$ cat src/rtl/mic_capture_ctrl.sv
// ============================================================================
// mic_capture_ctrl : one mic recording session (warm-up discard, store to RAM)
//                    plus write-priority arbitration of the single RAM port.
// Revision: 1.0
// ============================================================================
`default_nettype none

module mic_capture_ctrl #(
  parameter int ADDR_W = 12,
  parameter int DATA_W = 18,
  parameter int WARMUP = 64
) (
  input  logic              clk,
  input  logic              reset,
  input  logic              start,
  input  logic              stop,
  input  logic [ADDR_W-1:0] len,
  output logic              mic_en,
  input  logic              smp_valid,
  input  logic [DATA_W-1:0] smp_data,
  output logic              mem_we,
  output logic [ADDR_W-1:0] mem_addr,
  output logic [DATA_W-1:0] mem_wdata,
  input  logic              rd_req,
  input  logic [ADDR_W-1:0] rd_addr,
  output logic              rd_gnt,
  output logic              busy,
  output logic              done,
  output logic [ADDR_W:0]   sample_count
);

  localparam logic [1:0] S_IDLE   = 2'd0;
  localparam logic [1:0] S_WARMUP = 2'd1;
  localparam logic [1:0] S_RECORD = 2'd2;
  localparam logic [1:0] S_DONE   = 2'd3;

  localparam int             WW        = $clog2(WARMUP + 1) + 1;
  localparam logic [WW-1:0]  WARM_LAST = WW'((WARMUP > 0) ? (WARMUP - 1) : 0);
  localparam logic [ADDR_W:0] FULL_LEN = {1'b1, {ADDR_W{1'b0}}};

  logic [1:0]        state;
  logic [ADDR_W:0]   target;
  logic [ADDR_W-1:0] wptr;
  logic [ADDR_W-1:0] last_addr;
  logic [WW-1:0]     warm_cnt;
  logic              pend_valid;
  logic [DATA_W-1:0] pend_data;
  logic              stop_flag;
  logic              alive;
  logic [ADDR_W:0]   cnt_nxt;

  assign cnt_nxt   = sample_count + (ADDR_W + 1)'(1);
  assign mem_we    = pend_valid;
  assign mem_wdata = pend_data;
  assign busy      = (state == S_WARMUP) || (state == S_RECORD);
  assign mic_en    = busy;
  assign done      = (state == S_DONE);

  // alive keeps the reader from being granted while reset is held
  always_comb begin
    mem_addr = last_addr;
    rd_gnt   = 1'b0;
    if (pend_valid) begin
      mem_addr = wptr;
    end else if (rd_req && alive) begin
      rd_gnt   = 1'b1;
      mem_addr = rd_addr;
    end
  end

  always_ff @(posedge clk or negedge reset) begin
    if (!reset) begin
      state        <= S_IDLE;
      target       <= '0;
      wptr         <= '0;
      last_addr    <= '0;
      warm_cnt     <= '0;
      pend_valid   <= 1'b0;
      pend_data    <= '0;
      stop_flag    <= 1'b0;
      alive        <= 1'b0;
      sample_count <= '0;
    end else begin
      alive     <= 1'b1;
      last_addr <= mem_addr;
      if (pend_valid) begin
        pend_valid   <= 1'b0;
        wptr         <= wptr + ADDR_W'(1);
        sample_count <= cnt_nxt;
      end
      case (state)
        S_IDLE, S_DONE: begin
          if (start) begin
            target       <= (len == '0) ? FULL_LEN : {1'b0, len};
            sample_count <= '0;
            wptr         <= '0;
            warm_cnt     <= '0;
            stop_flag    <= 1'b0;
            state        <= (WARMUP == 0) ? S_RECORD : S_WARMUP;
          end
        end
        S_WARMUP: begin
          if (stop) begin
            state <= S_DONE;
          end else if (smp_valid) begin
            if (warm_cnt == WARM_LAST) state <= S_RECORD;
            else                       warm_cnt <= warm_cnt + WW'(1);
          end
        end
        S_RECORD: begin
          if (smp_valid) begin
            pend_valid <= 1'b1;
            pend_data  <= smp_data;
          end
          // a stop coinciding with a strobe defers DONE until that sample lands
          if (pend_valid && ((cnt_nxt == target) || stop_flag)) begin
            state <= S_DONE;
          end else if (stop) begin
            if (smp_valid) stop_flag <= 1'b1;
            else           state     <= S_DONE;
          end
        end
        default: state <= S_IDLE;
      endcase
    end
  end

endmodule

`default_nettype wire

$ cat config.mk
export PLATFORM = sky130hd
export DESIGN_NAME = mic_capture_ctrl
export DESIGN_NICKNAME = d
export VERILOG_FILES = /design/src/rtl/mic_capture_ctrl.sv
export SDC_FILE = /design/constraint.sdc
export NUM_CORES = 1
export LEC_CHECK = 0
export ABC_AREA = 0
export CAP_MARGIN = 20
export CORE_MARGIN = 10
export CORE_UTILIZATION = 45
export DETAILED_ROUTE_END_ITERATION = 7
export GPL_TIMING_DRIVEN = 0
export HOLD_SLACK_MARGIN = 0.1
export PLACE_DENSITY = 0.77
export SYNTH_ARGS = -nofsm -noshare
export SYNTH_HDL_FRONTEND = slang
export SYNTH_SLANG_ARGS = --single-unit
$ cat constraint.sdc
create_clock -name clk -period 1.8 [get_ports clk]
set_input_delay 0.45 -clock clk [delete_from_list [all_inputs] [get_ports clk]]
set_output_delay 0.45 -clock clk [all_outputs]
set_load 0.01 [all_outputs]
==> impl_metrics.env <==
export IMPL_status="finished, violations left"
export IMPL_violations="setup timing"
export IMPL_switchingPower_mw=2.874
export IMPL_die_area_um2=13190
export IMPL_first_iter_violations=79
export IMPL_criticalPathCategory="register to register"
export IMPL_ant_nets=0
export IMPL_netlist_area_um2=4049
export IMPL_gp_congestion=0.8534
export IMPL_drc_errors=0
export IMPL_port_buffer_count=95
export IMPL_fmax_mhz=510.4
export IMPL_maxCapViolCount=0
export IMPL_worstSetupStartpointType="register"
export IMPL_grt_pass1_vias=3621
export IMPL_min_period_ns=1.959
export IMPL_r2r_end="stop_flag$_DFFE_PN0P_"
export IMPL_critical_path_endpoint_type="register"
export IMPL_timing_rr_start="sample_count[1]$_DFF_PN0_"
export IMPL_wl_per_cell_um=16.77
export IMPL_coreArea_um2=8721
export IMPL_synth_top_area_cell="dfrtp_1"
export IMPL_critical_path_max_fanout=6
export IMPL_async_flop_share=1.000
export IMPL_vias=3436
export IMPL_cp_cell_sequence="ha_4 > nand3_4 > buf_4 > nor3_1 > a21boi_1 > nor4_2 > nand4_1 > o31a_1"
export IMPL_clockBufferDepth=2
export IMPL_htreeDepth=3
export IMPL_ys_top_cells_by_area="dfrtp_1 50%, nand2_1 6.0%, mux2_2 5.3%"
export IMPL_firstDrtPassIters=4
export IMPL_power_density_nw_per_um2=1319
export IMPL_internal_power_mw=4.933
export IMPL_start_util=0.4643
export IMPL_grt_max_degree=53
export IMPL_crit_required_ns=2.04
export IMPL_ys_ff_latch=81
export IMPL_cts_num_sinks=81
export IMPL_clk_pin_slew_ns=0.09
export IMPL_wirelength_um=10870
export IMPL_crit_slowest_cell="dfrtp_2"
export IMPL_hp_class="register to register"
export IMPL_syn2layout_area_growth_pct=46.20
export IMPL_layout_setup_ws_ns=-0.1593
export IMPL_cts_buffers_inserted=9
export IMPL_irDropWorstVdd_mv=1.071
export IMPL_fin_crit_sh=1.088
export IMPL_grt_antenna_before_repair=0
export IMPL_nets=589
export IMPL_synth_top_cell_area_share=0.5006
export IMPL_layout_drive_gt1_share=0.2944
export IMPL_insertion_delay_ns=0.35
export IMPL_grt_ovfl_total=0
export IMPL_finalMaxSlewViolations=0
export IMPL_die_y_um=114.9
export IMPL_hold_viol_final=0
export IMPL_yosys_warnings=0
export IMPL_cp_top_family="simple AND/OR/NAND/NOR gates"
export IMPL_cts_tree="yes"
export IMPL_postLayoutCellArea_um2=5919
export IMPL_path_buf_inv=1
export IMPL_combPwrFrac=0.477
export IMPL_p_leak_nw=2.710
export IMPL_cts_root_buf="clkbuf_8"
export IMPL_grt_total_usage=0.1631
export IMPL_syn_nets=452
export IMPL_ys_flop_type="dfrtp_1"
export IMPL_die_w_um=114.9
export IMPL_synth_area_per_cell_um2=10.17
export IMPL_grt_setup_unrepaired="yes"
export IMPL_num_rows=34
export IMPL_holdPathEnd="target[6]$_DFFE_PN0P_"
export IMPL_fin_hold_ws_ns=0.5053
export IMPL_critPathMaxStageDelay_ns=0.39
export IMPL_synth_edff_count=0
export IMPL_ff2ff_setup_slack_ns=-0.16
export IMPL_seq_area_frac_synth=0.5006
export IMPL_via_per_inst=5.302
export IMPL_p_clk_frac=0.175
export IMPL_io_pins=96
export IMPL_grt_pass1_wl_um=17770
export IMPL_p_sw_frac=0.3681
export IMPL_holdCritStartpoint="target[6]$_DFFE_PN0P_"
export IMPL_synthCells=398
export IMPL_finalPower_mw=7.807
export IMPL_diodes=0
export IMPL_r2r_cells=8
export IMPL_holdPathStages=2
export IMPL_seq_power_share=0.348
export IMPL_clock_skew_ns=0.01235
export IMPL_place_area_um2=5186
export IMPL_final_setup_viol_count=20
export IMPL_place_hpwl_um=7585
export IMPL_synth_cell_types=47
export IMPL_crit_arrival_ns=2.20
export IMPL_dpl_worst_slack_ns=-0.9650
[how the worst max path moves through the flow]
stage	depth (start not counted)	from	end	slack (ns)
2_1_floorplan	7	warm_cnt[0]$_DFFE_PN0P_	warm_cnt[5]$_DFFE_PN0P_	-0.14
3_3_place_gp	1	reset	sample_count[0]$_DFF_PN0_	-2.87
3_5_place_dp	6	rd_req	mem_addr[6]	-0.97
4_1_cts	6	alive$_DFF_PN0_	mem_addr[10]	-0.17
5_1_grt	8	sample_count[0]$_DFF_PN0_	stop_flag$_DFFE_PN0P_	-0.22
6_report	8	sample_count[1]$_DFF_PN0_	stop_flag$_DFFE_PN0P_	-0.16
[synth_stat cells, drive strengths merged, types with 2 or more instances]
cell type,count
dfrtp,81
nand2,65
nor2,34
o21ai,23
xor2,22
xnor2,20
mux2,19
mux2i,17
nand4,13
nand3,11
a21oi,10
clkbuf,10
inv,8
nor3,8
buf,7
ha,6
and3,5
or3,5
nand2b,4
nor4,4
o211ai,4
a31oi,3
a21boi,2
and2,2
and4,2
[state kept, by name, summed over array words and instances (netlist names)]
name	flops
mem_we	1
sample_count	13
alive	1
target	13
mem_wdata	18
state	2
last_addr	12
wptr	12
warm_cnt	8
stop_flag	1
[cell type report]
| cell class | count | area [um2] |
|---|---|---|
| Fill cell | 656 | 2801 |
| Multi-Input combinational cell | 292 | 2178 |
| Sequential cell | 81 | 2036 |
| Timing Repair Buffer | 127 | 1164 |
| Buffer | 16 | 171.4 |
| Tap cell | 108 | 135.1 |
| Clock buffer | 9 | 123.9 |
| Clock inverter | 7 | 78.83 |
| Inverter | 8 | 32.53 |
[logic make-up after synthesis]
kind of cell | Yosys count | share of synthesized area
simple gates | 157 | 0.1863
mux | 36 | 0.09487
fa+ha+maj | 6 | 0.01854
buf+inv | 25 | 0.02627
other cells | 1 | 0.0009262
flops | 81 | 0.5006
xor+xnor | 42 | 0.09085
compound gates | 50 | 0.08159
[worst reg2reg max path: stages, from the launching register on]
cell and delay (ns):
dfrtp_2 0.39, ha_4 0.17, nand3_4 0.14, buf_4 0.17, nor3_1 0.18, a21boi_1 0.14, nor4_2 0.23, nand4_1 0.17
o31a_1 0.26
[cell usage in the layout (no fill, tap or decap), types with 11 or more instances in the layout]
cell and instances:
buf_2 15, buf_4 26, clkdlybuf4s50_1 68, dfrtp_1 74, mux2_2 18, mux2i_1 11
nand2_1 62, nand4_1 11, nor2_1 31, o21ai_0 11, xnor2_1 16, xor2_1 21
[stage by stage]
stage	util	std cells	TNS, ns
2_1_floorplan	-	398	-0.4425
3_3_place_gp	0.5918	601	-240.55
3_5_place_dp	0.5947	602	-34.72
4_1_cts	0.6634	645	-1.822
5_1_grt	0.6788	648	-3.345
6_report	0.6788	648	-1.798
[power by group through the flow]
stage | logic, mW | registers [mW] | clock network (mW)
6_report | 3.72 | 2.72 | 1.37
5_1_grt | 4.05 | 2.78 | 1.48
4_1_cts | 3.58 | 2.69 | 1.39
3_5_place_dp | 3.14 | 2.76 | 0
3_3_place_gp | 3.06 | 2.72 | 0
2_1_floorplan | 1.66 | 2.79 | 0
[layer usage]
layer | up-vias | track usage | wire, um
met4 | 0 | 0.06436 | 150
met5 | - | 0 | 0
li1 | 1642 | - | -
met2 | 107 | 0.2736 | 5512
met3 | 13 | 0.04688 | 780
met1 | 1674 | 0.1926 | 4426
[timing repair]
item,4_1_cts,5_1_grt
buffers inserted,25,5
hold buffers,1,0
pin swaps,20,14
gates cloned,1,0
resized for setup,151,30
setup endpoints to repair,74,57
endpoints found under the hold margin,29,0
No activity file was read; power rests on OpenSTA's default activity.
